==> src/rtl/elastic_pipeline_regs.sv <==
// Elastic relay-station chain: N_STAGES main+skid register pairs with valid/ready handshake,
// registered ready at every stage boundary, synchronous flush and a running occupancy count.
module elastic_pipeline_regs #(
  parameter int unsigned WIDTH    = 6,
  parameter int unsigned N_STAGES = 1,
  localparam int unsigned CNT_W   = (N_STAGES == 0) ? 1 : $clog2(2 * N_STAGES + 1)
) (
  input  logic             clk,
  input  logic             reset_n,
  input  logic [WIDTH-1:0] i_data,
  input  logic             i_valid,
  output logic             o_ready,
  output logic [WIDTH-1:0] o_data,
  output logic             o_valid,
  input  logic             i_ready,
  input  logic             i_flush,
  output logic [CNT_W-1:0] o_count
);

  if (N_STAGES == 0) begin : g_wire
    assign o_data  = i_data;
    assign o_valid = i_valid;
    assign o_ready = i_ready;
    assign o_count = '0;

    logic unused_wire;
    assign unused_wire = ^{clk, reset_n, i_flush};
  end else begin : g_pipe
    logic [N_STAGES-1:0] m_valid_q, m_valid_d;
    logic [N_STAGES-1:0] s_valid_q, s_valid_d;
    logic [WIDTH-1:0]    m_data_q [N_STAGES];
    logic [WIDTH-1:0]    s_data_q [N_STAGES];
    logic [N_STAGES-1:0] m_load, s_load, m_pop_skid;

    logic [N_STAGES-1:0] in_valid, out_ready;
    logic [WIDTH-1:0]    in_data [N_STAGES];

    logic [CNT_W-1:0]    count_q, count_d;
    logic                up_xfer, dn_xfer;

    // Stage k consumes stage k-1's main register; ready back to k-1 is k's registered !skid.
    assign in_valid[0]           = i_valid;
    assign in_data[0]            = i_data;
    assign out_ready[N_STAGES-1] = i_ready;
    for (genvar k = 1; k < N_STAGES; k++) begin : g_link
      assign in_valid[k]    = m_valid_q[k-1];
      assign in_data[k]     = m_data_q[k-1];
      assign out_ready[k-1] = ~s_valid_q[k];
    end

    always_comb begin
      logic st_in, st_out;
      m_valid_d  = m_valid_q;
      s_valid_d  = s_valid_q;
      m_load     = '0;
      s_load     = '0;
      m_pop_skid = '0;
      st_in      = 1'b0;
      st_out     = 1'b0;
      for (int k = 0; k < N_STAGES; k++) begin
        st_in  = in_valid[k] && !s_valid_q[k];
        st_out = m_valid_q[k] && out_ready[k];
        case ({m_valid_q[k], s_valid_q[k]})
          2'b00: begin
            if (st_in) begin
              m_valid_d[k] = 1'b1;
              m_load[k]    = 1'b1;
            end
          end
          2'b10: begin
            if (st_in && !st_out) begin
              s_valid_d[k] = 1'b1;
              s_load[k]    = 1'b1;
            end else if (st_in && st_out) begin
              m_load[k] = 1'b1;
            end else if (st_out) begin
              m_valid_d[k] = 1'b0;
            end
          end
          2'b11: begin
            if (st_out) begin
              s_valid_d[k]  = 1'b0;
              m_pop_skid[k] = 1'b1;
            end
          end
          default: ;
        endcase
      end
      if (i_flush) begin
        m_valid_d  = '0;
        s_valid_d  = '0;
        m_load     = '0;
        s_load     = '0;
        m_pop_skid = '0;
      end
    end

    always_ff @(posedge clk or negedge reset_n) begin
      if (!reset_n) begin
        m_valid_q <= '0;
        s_valid_q <= '0;
        for (int k = 0; k < N_STAGES; k++) begin
          m_data_q[k] <= '0;
          s_data_q[k] <= '0;
        end
      end else begin
        m_valid_q <= m_valid_d;
        s_valid_q <= s_valid_d;
        for (int k = 0; k < N_STAGES; k++) begin
          if (m_load[k]) begin
            m_data_q[k] <= in_data[k];
          end else if (m_pop_skid[k]) begin
            m_data_q[k] <= s_data_q[k];
          end
          if (s_load[k]) begin
            s_data_q[k] <= in_data[k];
          end
        end
      end
    end

    assign o_ready = ~s_valid_q[0];
    assign o_valid = m_valid_q[N_STAGES-1];
    assign o_data  = m_data_q[N_STAGES-1];

    assign up_xfer = i_valid && o_ready;
    assign dn_xfer = o_valid && i_ready;

    always_comb begin
      count_d = count_q;
      if (i_flush) begin
        count_d = '0;
      end else if (up_xfer && !dn_xfer) begin
        count_d = count_q + CNT_W'(1);
      end else if (!up_xfer && dn_xfer) begin
        count_d = count_q - CNT_W'(1);
      end
    end

    always_ff @(posedge clk or negedge reset_n) begin
      if (!reset_n) begin
        count_q <= '0;
      end else begin
        count_q <= count_d;
      end
    end

    assign o_count = count_q;

    a_no_orphan_skid: assert property (@(posedge clk) disable iff (!reset_n)
      (s_valid_q & ~m_valid_q) == '0);

    a_count_matches: assert property (@(posedge clk) disable iff (!reset_n)
      $countones({m_valid_q, s_valid_q}) == int'(count_q));
  end

endmodule

==> config.mk <==
export PLATFORM = sky130hd
export DESIGN_NAME = elastic_pipeline_regs
export DESIGN_NICKNAME = d
export VERILOG_FILES = /design/src/rtl/elastic_pipeline_regs.sv
export SDC_FILE = /design/constraint.sdc
export NUM_CORES = 1
export LEC_CHECK = 0
export CAP_MARGIN = 10
export CORE_AREA = 2 2 46 43
export CTS_CLUSTER_SIZE = 20
export DETAILED_ROUTE_END_ITERATION = 8
export DIE_AREA = 0 0 48 45
export GPL_TIMING_DRIVEN = 0
export PLACE_DENSITY = 0.89
export SETUP_SLACK_MARGIN = 0.5
export SYNTH_ARGS = -nofsm -noshare
export SYNTH_HDL_FRONTEND = slang
export SYNTH_SLANG_ARGS = --single-unit
==> constraint.sdc <==
create_clock -name clk -period 2.85 [get_ports clk]
set_input_delay 0.57 -clock clk [delete_from_list [all_inputs] [get_ports clk]]
set_output_delay 0.57 -clock clk [all_outputs]
set_load 0.005 [all_outputs]
# Yosys cells after proc, flatten, opt, wreduce, memory -nomap -nowiden
# Index checks and enable logic that the tools add are counted.
# Widths: inputs -> output; s select.
# word_totals
register_bits,16
latchBits,0
mem_bits_rw,0
mem_bits_ro,0
in_bits,11
output_inout_bits,10
wordCells,58
n_memories,0
# classes
add_sub_neg,2
multipliers,0
n_div,0
magnitude_cmp,0
n_eq_ne,8
shifts,0
mux,25
bitwise,1
reduce_logical,17
# op_table
operator,n
$ne 3x3->1 const B,6
$mux 1,17
$mux 6,2
$reduce_bool 3->1,3
$logic_and 1x1->1,7
$mux 2,3
$pmux 1 s2,3
$reduce_and 5->1,1
$eq 2x2->1 const B,2
$logic_not 1->1,3
$reduce_and 3->1,1
$add 2x1->2 const B,1
$logic_not 2->1,1
$reduce_bool 2->1,1
$sub 2x1->2 const B,1
$not 1->1,1

# Longest topological paths before layout
# Gate-level depths: netlist (run 1).
# logic_depth
word_depth,8
depth_mapped,4
mapped_depth_nobuf,3

# Worst setup path after synthesis (run 1)
# Ideal clock, no wire load.
# synth_timing
path_kind,in2reg
from,input i_flush
to,register g_pipe.m_data_q (netlist bit o_data[2])
setup_time_ps,125
arrival_time_ps,1436
t_required_ps,2725
path_slack_ps,1289
cell_stages,3
n_path_buf,1
cell_sequence,buf_2 > or3_4 > mux2_4
# synth_via
elab_chain_len,2
elab_cells_between_ends,4
classes_between,mux: 3; reduce/logical: 1
# synth_rtl
element,line_no,source
start: declaration,16,"input logic i_flush,"
$mux 1,89,if (i_flush) begin
$mux 6 or $reduce_bool 2->1 (tied branches),n/a,
end signal: indexed assignment,111,m_data_q[k] <= in_data[k];
end signal: indexed assignment,113,m_data_q[k] <= s_data_q[k];
end: declaration,31,logic [WIDTH-1:0] m_data_q [N_STAGES];
# Several ways; a longest one is shown, not always the timed one.
# A chain may end at the register's enable or synchronous reset.

# Worst setup path after layout (run 1)
# layout_timing
from,input i_ready
to,register g_pipe.m_data_q (netlist bit o_data[3])
# layout_via
elab_chain_len,7
elab_cells_between_ends,13
classes_between,mux: 8; reduce/logical: 5
# layout_rtl
element,line_no,source
start: declaration,15,"input logic i_ready,"
$logic_and 1x1->1 *,62,st_out = m_valid_q[k] && out_ready[k];
$logic_and 1x1->1 or $logic_not 1->1 (tied branches),"74, 71",
$mux 1 or $logic_and 1x1->1 (tied branches),"74, 71",
$mux 1,71,if (st_in && !st_out) begin
$pmux 1 s2,63,"case ({m_valid_q[k], s_valid_q[k]})"
$mux 1,89,
$mux 6 or $reduce_bool 2->1 (tied branches),n/a,
# Every way passes the cells marked *; elsewhere a longest branch is shown, timed or not.

==> results by group, run 1 <==
Run status
  – Status: finished clean

Die
  – Num ports: 21
  – Die Y: 45 um
  – Die Area: 0.00216 mm^2
  – Starting Density: 46.8%
  – Core area: 0.00166 mm^2
  – Die W: 48 um
  – Row Count: 14

GRT
  – Vias in the first global route: 537
  – Antenna violations before repair: 0
  – First-pass GRT wire length: 2.38 mm
  – Total grt overflow: 0
  – GR Util All Layers: 15.9%
  – Maximum number of pins on one net before global-route repair: 17

Critical path
  – Crit start category: primary input
  – WP data required: 3030 ps
  – Max FO, Critical Path: 7
  – Nature of the critical path endpoint: register
  – R2R setup slack: 1280 ps
  – Data arrival, critical path: 2120 ps
  – WS Path Type: in -> reg

Clock tree
  – H-tree levels: 1
  – TritonCTS clock tree: yes
  – TritonCTS Buffers: 3
  – Post-CTS setup buffers: 0
  – CTS clk-pin slew, worst paths: 90 ps
  – Clock sink count: 16
  – Clk_lat worst skew: 290 ps
  – Worst-case clock buffer depth: 2
  – CTS resizes: 0
  – CTS root buffer: clkbuf_4
  – Hold_buf cts: 0

Timing
  – Final setup violation count: 0
  – Minimum clock period: 1940 ps
  – Slew margin rel.: 50.5%
  – Fin worst setup slack: 907 ps
  – Final Hold Vio Count: 0
  – Hold_ws: 506 ps
  – Fin crit share: 68.2%
  – Achievable Freq: 0.515 GHz
  – Slew @ Worst Pin: 741 ps
  – Slew Viols, Final: 0
  – Layout Skew: 3.51 ps
  – Setup TNS: 0 ps
  – RSZ-0062 raised after global routing: false

Placement
  – Port bufs: 20
  – RePlAce Congestion: 0.739
  – HPWL Detailed: 1.03 mm
  – Worst slack, placed: 604 ps
  – Placed insts: 103

Cells and area
  – Finished Core Util: 62.8%
  – Finished Layout Cells: 107
  – N_diodes: 0
  – Share of cells above drive strength 1: 25.3%
  – Reg area: 400 um^2
  – Fillers: 146
  – Final Net Count: 95
  – Multi-input logic area: 365 um^2
  – Area Growth Syn to Fin: 34.2%

Routing
  – Drt first pass iters: 3
  – Routed wire per std cell: 13.2 um
  – Initial drt markers: 7
  – Antenna viol nets, final: 0
  – DR vias/cell: 5.21
  – Drt drc: 0
  – Via count: 557
  – Final WL: 1.41 mm

Hold path
  – Worst hold path class: reg -> reg

Logic synthesis
  – Post-Synthesis Net Count: 70
  – Top post-synthesis cells by count: dfrtp_1 (16), mux2_2 (10), mux2_4 (4)
  – Synth Area in Adders: 0%
  – Post-synthesis register bit count: 16
  – Simple-gate share of the synthesized area: 13.8%
  – Count of cell types in the netlist: 25
  – Fraction of the yosys area taken by sequential cells: 51.4%
  – Ranking of synthesized cells by area: dfrtp_1 (51%), mux2_2 (14%), mux2_4 (7.7%), a221o_1 (2.6%), and2_1 (1.6%)
  – YS warnings: 0
  – Mux contribution to synthesized area: 24.9%
  – Synth top area share: 51.4%
  – Ys flop type: dfrtp_1
  – Asr flop ratio synth: 100%
  – Syn Std Cell Area: 778 um^2
  – Biggest area consumer among synthesized cells: dfrtp_1
  – Mean post-synth cell area: 13.2 um^2
  – Most numerous cell in the Yosys netlist: dfrtp_1
  – Main combinational cell family by area after synthesis: multiplexers
  – Xor/xnor share of the synthesized area: 0%
  – Post-synth EDFFs: 0
  – Synth Area in Compound Gates: 8.20%
  – Post-Synthesis Cells: 59

Job
  – Max_cap viols: 0

Power
  – Power Dens Cells: 572 mW/mm^2
  – Leakage: 0.456 nW
  – Peak VDD IR: 320 uV
==> sequential cells by signal, summed over array words and instances (netlist names) <==
| signal | count |
|---|---|
| g_pipe.s_data_q | 6 |
| g_pipe.s_valid_q | 1 |
| o_count | 2 |
| o_data | 6 |
| o_valid | 1 |
==> final timing paths <==
| path | start | to | cells after the start |
|---|---|---|---|
| min in group asynchronous | reset_n | g_pipe.s_valid_q | 1 |
| max in group asynchronous | reset_n | g_pipe.s_data_q[0] | 1 |
| max reg2reg | g_pipe.s_valid_q | g_pipe.s_data_q[1] | 3 |
| min reg2reg | g_pipe.s_data_q[1] | g_pipe.s_data_q[1] | 1 |
| min | g_pipe.s_data_q[1] | g_pipe.s_data_q[1] | 1 |
| max | i_ready | o_data[3] | 4 |
==> stage by stage <==
step	total power, W	instance area [um^2]
6_report	0.000598	1040
5_1_grt	0.000639	1040
4_1_cts	0.000608	1040
3_5_place_dp	0.000455	1010
3_3_place_gp	0.000447	1010
2_1_floorplan	0.000376	778
==> per-layer routing <==
metal  track usage (%)  part of all wire [%]  vias up
li1                  -                     -      267
met1              20.1                    47      273
met2              26.4                    45       17
met3              6.40                   7.7        0
met4              1.62                     0        0
met5                 0                     0        -
==> kinds of logic after synthesis <==
family | after synthesis
AOI/OAI and AO/OA | 9
buffers and inverters | 3
DFF | 16
muxes | 16
and+or+nand+nor | 15
==> report_power, final <==
part / internal, W / switching [W] / total [W] / leakage [nW]
clock network: 0.0000778 / 0.0000715 / 0.000149 / 0.0210
logic: 0.000107 / 0.0000454 / 0.000152 / 0.237
registers: 0.000272 / 0.0000242 / 0.000296 / 0.198
total: 0.000457 / 0.000141 / 0.000598 / 0.456
==> cell type report <==
type | instances | share of cell area [%]
Multi-Input combinational cell | 40 | 35.0
Buffer | 1 | 0.479
Sequential cell | 16 | 38.3
Inverter | 2 | 0.719
Clock buffer | 4 | 3.47
Tap cell | 24 | 2.87
Timing Repair Buffer | 20 | 19.2
==> worst max-delay path: stages <==
cell and delay, ps:
clkdlybuf4s50_1 590, nand4b_1 330, mux2_2 380, mux2_4 250
==> cells in the final DEF (no fill, tap or decap), types with 2 or more instances in the layout <==
cell | synthesis | routed
a21oi_1 | 2 | 2
a221o_1 | 2 | 2
and2_1 | 2 | 2
clkbuf_4 | 0 | 3
clkdlybuf4s50_1 | 0 | 20
dfrtp_1 | 16 | 16
inv_1 | 2 | 2
mux2_2 | 10 | 10
mux2_4 | 4 | 4
nor2b_1 | 2 | 2
nor3_1 | 2 | 2
o21ai_0 | 2 | 2
No activity file was read; power rests on OpenSTA's default activity.
==> run 2: changes to the inputs <==
CORE_AREA = 2 2 47 45   (was 2 2 46 43)
DIE_AREA = 0 0 49 47   (was 0 0 48 45)
PLACE_DENSITY = 0.85   (was 0.89)
clock period = 1.95 ns   (was 2.85 ns; I/O delays follow)
==> results by group, run 2 (same netlist as run 1, synthesis figures left out) <==
Critical path
  – CP delay by family, top: simple AND/OR/NAND/NOR gates (was multiplexers)
  – WS Path Type: reg -> reg (was in -> reg)
  – Worst path slowest cell: dfrtp_2 (was clkdlybuf4s50_1)
  – Data arrival, critical path: 1680 ps (was 2120 ps)
  – Worst r2r src: o_valid (was g_pipe.s_valid_q)
  – Crit path launch: o_valid (was i_ready)
  – R2R setup slack: 440 ps (was 1280 ps)
  – Crit start category: register (was primary input)
  – WP data required: 2120 ps (was 3030 ps)
  – Max FO, Critical Path: 5 (was 7)
  – CP bufs+invs: 1 (unchanged)
  – Slowest stage delay, CP: 420 ps (was 590 ps)
  – CP cell instances: buf_6 -> nor2b_4 -> or3_4 -> mux2_4 (was clkdlybuf4s50_1 -> nand4b_1 -> mux2_2 -> mux2_4)
  – Nature of the critical path endpoint: register (unchanged)

Timing
  – Layout Skew: 7.69 ps (was 3.51 ps)
  – Achievable Freq: 0.663 GHz
  – Slew @ Worst Pin: 698 ps (was 741 ps)
  – Final Hold Vio Count: 0 (unchanged)
  – RSZ-0062 raised after global routing: true (was false)
  – Final setup violation count: 0 (unchanged)
  – Slew Viols, Final: 0 (unchanged)
  – Fin worst setup slack: 441 ps (was 907 ps)
  – Fin crit share: 77.4%
  – Minimum clock period: 1510 ps
  – Slew margin rel.: 53.3% (was 50.5%)

Die
  – Core area: 0.00182 mm^2 (was 0.00166 mm^2)
  – Starting Density: 42.7% (was 46.8%)
  – Die Y: 47 um (was 45 um)
  – Num ports: 21 (unchanged)
  – Row Count: 15 (was 14)
  – Die Area: 0.00230 mm^2 (was 0.00216 mm^2)
  – Die W: 49 um (was 48 um)

Job
  – Max_cap viols: 0 (unchanged)

Placement
  – Placed insts: 104 (was 103)
  – HPWL Detailed: 1.02 mm (was 1.03 mm)
  – Worst slack, placed: -66.3 ps (was 604 ps)
  – RePlAce Congestion: 0.735 (was 0.739)
  – Port bufs: 20 (unchanged)

Hold path
  – Worst hold path class: in -> async (was reg -> reg)

Routing
  – Routed wire per std cell: 13.4 um (was 13.2 um)
  – Antenna viol nets, final: 0 (unchanged)
  – Metal2 WL: 794 um (was 636 um)
  – Drt drc: 0 (unchanged)
  – DR vias/cell: 5.05 (was 5.21)
  – Met3 Wirelength: 79 um (was 108 um)
  – Via count: 606 (was 557)
  – Final WL: 1.61 mm (was 1.41 mm)
  – Met1 WL: 731 um (was 662 um)
  – Initial drt markers: 5 (was 7)
  – Drt first pass iters: 3 (unchanged)
  – Max Used Layer: met4 (was met3)

Cells and area
  – Final Net Count: 107 (was 95)
  – Reg area: 402 um^2 (was 400 um^2)
  – N_diodes: 0 (unchanged)
  – Fillers: 149 (was 146)
  – Finished Layout Cells: 120 (was 107)
  – Most frequent cells in the layout: dfrtp_1 (15), mux2_4 (13), dlygate4sd2_1 (13) (was clkdlybuf4s50_1 (20), dfrtp_1 (16), mux2_2 (10))
  – Most common cell after layout, fill and taps aside: dfrtp_1 (was clkdlybuf4s50_1)
  – Multi-input logic area: 414 um^2 (was 365 um^2)
  – Area Growth Syn to Fin: 53.5% (was 34.2%)
  – Share of cells above drive strength 1: 37.9% (was 25.3%)

Clock tree
  – CTS root buffer: clkbuf_4 (unchanged)
  – Worst-case clock buffer depth: 2 (unchanged)
  – Clk_lat worst skew: 290 ps (about the same)
  – CTS clk-pin slew, worst paths: 100 ps (was 90 ps)
  – Hold_buf cts: 0 (unchanged)
  – TritonCTS Buffers: 3 (unchanged)
  – Clock sink count: 16 (unchanged)
  – H-tree levels: 1 (unchanged)
  – TritonCTS clock tree: yes (unchanged)

GRT
  – Vias in the first global route: 613 (was 537)
  – Total grt overflow: 0 (unchanged)
  – GR Util All Layers: 15.6% (was 15.9%)
  – Antenna violations before repair: 0 (unchanged)
  – Maximum number of pins on one net before global-route repair: 17 (unchanged)
  – First-pass GRT wire length: 2.60 mm (was 2.38 mm)

Power
  – Power Dens Cells: 767 mW/mm^2 (was 572 mW/mm^2)
  – Peak VDD IR: 692 uV (was 320 uV)
  – Leakage: 0.597 nW (was 0.456 nW)
  – Net Sw Frac: 24.0% (was 23.6%)
  – Int Power: 0.000696 W (was 0.000457 W)
  – Clock share of power: 23.7% (was 25.0%)
  – Sequential power share: 47.3% (was 49.6%)
  – Comb power frac: 29.0% (was 25.4%)
  – Net Switching: 0.000220 W (was 0.000141 W)

Run status
  – Status: finished clean (unchanged)
run 2: layer usage:
metal	up-vias	global-route usage, %
met4	0	4.57
met1	300	18.7
li1	290	-
met5	-	0
met2	14	26.6
met3	2	6.37
run 2: layout make-up:
class	instances	share of cell area, %
Buffer	1	0.942
Clock buffer	4	3.04
Inverter	2	0.628
Multi-Input combinational cell	40	34.7
Sequential cell	16	33.6
Tap cell	25	2.62
Timing Repair Buffer	32	24.5
run 2: timing repair:
item / CTS / global route
gates cloned: 0 / 0
buffers inserted: 9 / 3
pin swaps: 3 / 1
gates resized for setup: 24 / 9
endpoints found under the setup margin: 23 / 13
endpoints found under the hold margin: 0 / 0
run 2: stage by stage:
| step | area, um^2 | hold WS, ps | utilization, % | total power [W] | setup TNS, ps |
|---|---|---|---|---|---|
| 6_report | 1190 | 509 | 65.6 | 0.000916 | 0 |
| 5_1_grt | 1190 | 529 | 65.6 | 0.000970 | 0 |
| 4_1_cts | 1140 | 516 | 62.5 | 0.000889 | 0 |
| 3_5_place_dp | 1010 | 495 | 55.5 | 0.000666 | -453 |
| 3_3_place_gp | 1010 | 482 | 55.5 | 0.000655 | -351 |
| 2_1_floorplan | 778 | 94.4 | - | 0.000549 | 0 |
run 2: power by group through the flow:
stage / clock [W] / combinational, W / sequential [W]
6_report: 0.000217 / 0.000265 / 0.000433
4_1_cts: 0.000224 / 0.000235 / 0.000430
5_1_grt: 0.000242 / 0.000286 / 0.000442
3_3_place_gp: 0 / 0.000217 / 0.000437
2_1_floorplan: 0 / 0.000114 / 0.000436
3_5_place_dp: 0 / 0.000225 / 0.000441
run 2: final timing paths:
kind | end | depth (start not counted)
worst max-delay path | o_data[5] | 4
worst min-delay path | o_data[2] | 1
worst max register to register | o_data[5] | 4
worst min register to register | g_pipe.s_data_q[1] | 1
max in group asynchronous | o_valid | 1
min in group clk | g_pipe.s_data_q[1] | 1
run 2: worst register-to-register path, stage by stage (launching register included):
cell and delay, ps:
dfrtp_2 420, buf_6 120, nor2b_4 120, or3_4 420, mux2_4 310
==> run 3: changes to the inputs <==
CORE_AREA = 2 2 49 47   (was 2 2 47 45)
DIE_AREA = 0 0 51 49   (was 0 0 49 47)
PLACE_DENSITY = 0.82   (was 0.85)
clock period = 1.3 ns   (was 1.95 ns; I/O delays follow)
==> results by group, run 3 (same netlist as run 1, synthesis figures left out) <==
Run status
  – Status: finished, violations left (was finished clean)
  – Failing checks: setup timing

Critical path
  – Max FO, Critical Path: 3 (was 5)
  – Crit path launch: g_pipe.s_valid_q (was o_valid)
  – WP data required: 1480 ps (was 2120 ps)
  – Worst r2r src: g_pipe.s_valid_q (was o_valid)
  – WS Path Type: reg -> reg (unchanged)
  – Crit start category: register (unchanged)
  – Nature of the critical path endpoint: register (unchanged)
  – Data arrival, critical path: 1670 ps (was 1680 ps)

Power
  – Net Sw Frac: 25.3% (was 24.0%)
  – Int Power: 0.00101 W (was 0.000696 W)
  – Power Dens Cells: 1170 mW/mm^2 (was 767 mW/mm^2)
  – Comb power frac: 27.4% (was 29.0%)
  – Clock share of power: 24.4% (was 23.7%)
  – Peak VDD IR: 591 uV (was 692 uV)
  – Net Switching: 0.000342 W (was 0.000220 W)
  – Tot Pwr: 0.00135 W (was 0.000916 W)
  – Leakage: 0.563 nW (was 0.597 nW)
  – Sequential power share: 48.2% (was 47.3%)

Cells and area
  – Share of cells above drive strength 1: 52.6% (was 37.9%)
  – Most frequent cells in the layout: dfrtp_1 (14), buf_4 (10), buf_2 (9) (was dfrtp_1 (15), mux2_4 (13), dlygate4sd2_1 (13))
  – Fillers: 158 (was 149)
  – Most common cell after layout, fill and taps aside: dfrtp_1 (unchanged)
  – Area Growth Syn to Fin: 49.2% (was 53.5%)
  – Final Net Count: 107 (unchanged)
  – Finished Layout Cells: 122 (was 120)
  – N_diodes: 0 (unchanged)

Timing
  – Fin worst setup slack: -184 ps (was 441 ps)
  – Achievable Freq: 0.674 GHz (was 0.663 GHz)
  – Hold_ws: 119 ps (was 509 ps)
  – Fin crit share: 114% (was 77.4%)
  – Layout Skew: 1.07 ps (was 7.69 ps)
  – Slew margin rel.: 52.3% (was 53.3%)
  – RSZ-0062 raised after global routing: true (unchanged)
  – Final setup violation count: 14 (was 0)
  – Minimum clock period: 1480 ps (was 1510 ps)
  – Slew Viols, Final: 0 (unchanged)
  – Final Hold Vio Count: 0 (unchanged)
  – Slew @ Worst Pin: 715 ps (was 698 ps)

Placement
  – Worst slack, placed: -628 ps (was -66.3 ps)
  – Placed insts: 106 (was 104)
  – RePlAce Congestion: 0.762 (was 0.735)
  – Port bufs: 20 (unchanged)
  – HPWL Detailed: 1.16 mm (was 1.02 mm)

Clock tree
  – Clock sink count: 16 (unchanged)
  – CTS root buffer: clkbuf_4 (unchanged)
  – Worst-case clock buffer depth: 2 (unchanged)
  – CTS clk-pin slew, worst paths: 90 ps (was 100 ps)
  – H-tree levels: 1 (unchanged)
  – Clk_lat worst skew: 290 ps (about the same)
  – Hold_buf cts: 0 (unchanged)
  – TritonCTS clock tree: yes (unchanged)
  – TritonCTS Buffers: 3 (unchanged)

Routing
  – Antenna viol nets, final: 0 (unchanged)
  – Max Used Layer: met4 (unchanged)
  – DR vias/cell: 4.91 (was 5.05)
  – Routed wire per std cell: 14.9 um (was 13.4 um)
  – Final WL: 1.82 mm (was 1.61 mm)
  – Met3 Wirelength: 59 um (was 79 um)
  – Met1 WL: 760 um (was 731 um)
  – Drt drc: 0 (unchanged)
  – Initial drt markers: 5 (unchanged)
  – Drt first pass iters: 3 (unchanged)
  – Metal2 WL: 960 um (was 794 um)
  – Via count: 599 (was 606)

Hold path
  – Worst hold path class: in -> async (unchanged)

Die
  – Starting Density: 38.5% (was 42.7%)
  – Die Y: 49 um (was 47 um)
  – Num ports: 21 (unchanged)
  – Core area: 0.00202 mm^2 (was 0.00182 mm^2)
  – Die W: 51 um (was 49 um)
  – Die Area: 0.00250 mm^2 (was 0.00230 mm^2)
  – Row Count: 16 (was 15)

GRT
  – Maximum number of pins on one net before global-route repair: 17 (unchanged)
  – GR Util All Layers: 17.3% (was 15.6%)
  – First-pass GRT wire length: 3.06 mm (was 2.60 mm)
  – Total grt overflow: 0 (unchanged)
  – Antenna violations before repair: 0 (unchanged)
  – Vias in the first global route: 609 (was 613)

Job
  – Max_cap viols: 0 (unchanged)
## run 3: cell types whose count changed in the layout (fill, tap and decap cells not counted), sizes merged
cell	change
dlygate4sd2	-10
clkdlybuf4s15	+1
buf	+9
## run 3: what timing repair did
action,CTS,global route
gates cloned,0,0
setup buffers,12,0
pin swaps,4,1
resized for setup,56,2
setup endpoints to repair,42,26
## run 3: cell type report
type | count | area, um^2 | share of cell area, %
clock buffers | 4 | 36.3 | 3.13
well taps | 27 | 33.8 | 2.91
repair buffers | 32 | 254 | 21.9
flip-flops and latches | 16 | 403 | 34.7
multi-input cells | 40 | 419 | 36.1
plain buffers | 1 | 7.51 | 0.647
inverters | 2 | 7.51 | 0.647
## run 3: worst max-delay path, cell delays in order (launching register included)
cell and delay, ps:
dfrtp_2 440, buf_6 120, nand4b_1 110, buf_4 160, mux2_4 290, mux2_4 250
## run 3: final timing paths
kind                                 endpoint  slack, ps  cells past startpoint
setup / recovery                    o_data[2]       -180                      5
hold / removal                     o_count[1]        120                      1
setup reg to reg                    o_data[2]       -180                      5
hold reg to reg            g_pipe.s_data_q[2]        510                      1
max in group asynchronous    g_pipe.s_valid_q        690                      1
min in group clk             g_pipe.s_valid_q        480                      2
## run 3: through the flow
| step | util (%) | TNS (ps) | cell area, um^2 |
|---|---|---|---|
| 2_1_floorplan | - | -336 | 792 |
| 3_3_place_gp | 50.7 | -7870 | 1030 |
| 3_5_place_dp | 50.7 | -8170 | 1030 |
| 4_1_cts | 56.9 | -1130 | 1150 |
| 5_1_grt | 57.4 | -2080 | 1160 |
| 6_report | 57.4 | -1400 | 1160 |
## run 3: layer usage
layer	GRT usage, %	vias to the layer above
met2	27.9	11
met3	5.52	5
met1	20.7	294
met5	0	-
met4	8.11	0
li1	-	289
## run 3: power groups by stage
| stage | logic (W) | registers (W) | clock network, W |
|---|---|---|---|
| 6_report | 0.000371 | 0.000654 | 0.000330 |
| 2_1_floorplan | 0.000175 | 0.000654 | 0 |
| 3_3_place_gp | 0.000334 | 0.000657 | 0 |
| 3_5_place_dp | 0.000344 | 0.000662 | 0 |
| 5_1_grt | 0.000404 | 0.000667 | 0.000373 |
| 4_1_cts | 0.000364 | 0.000649 | 0.000340 |
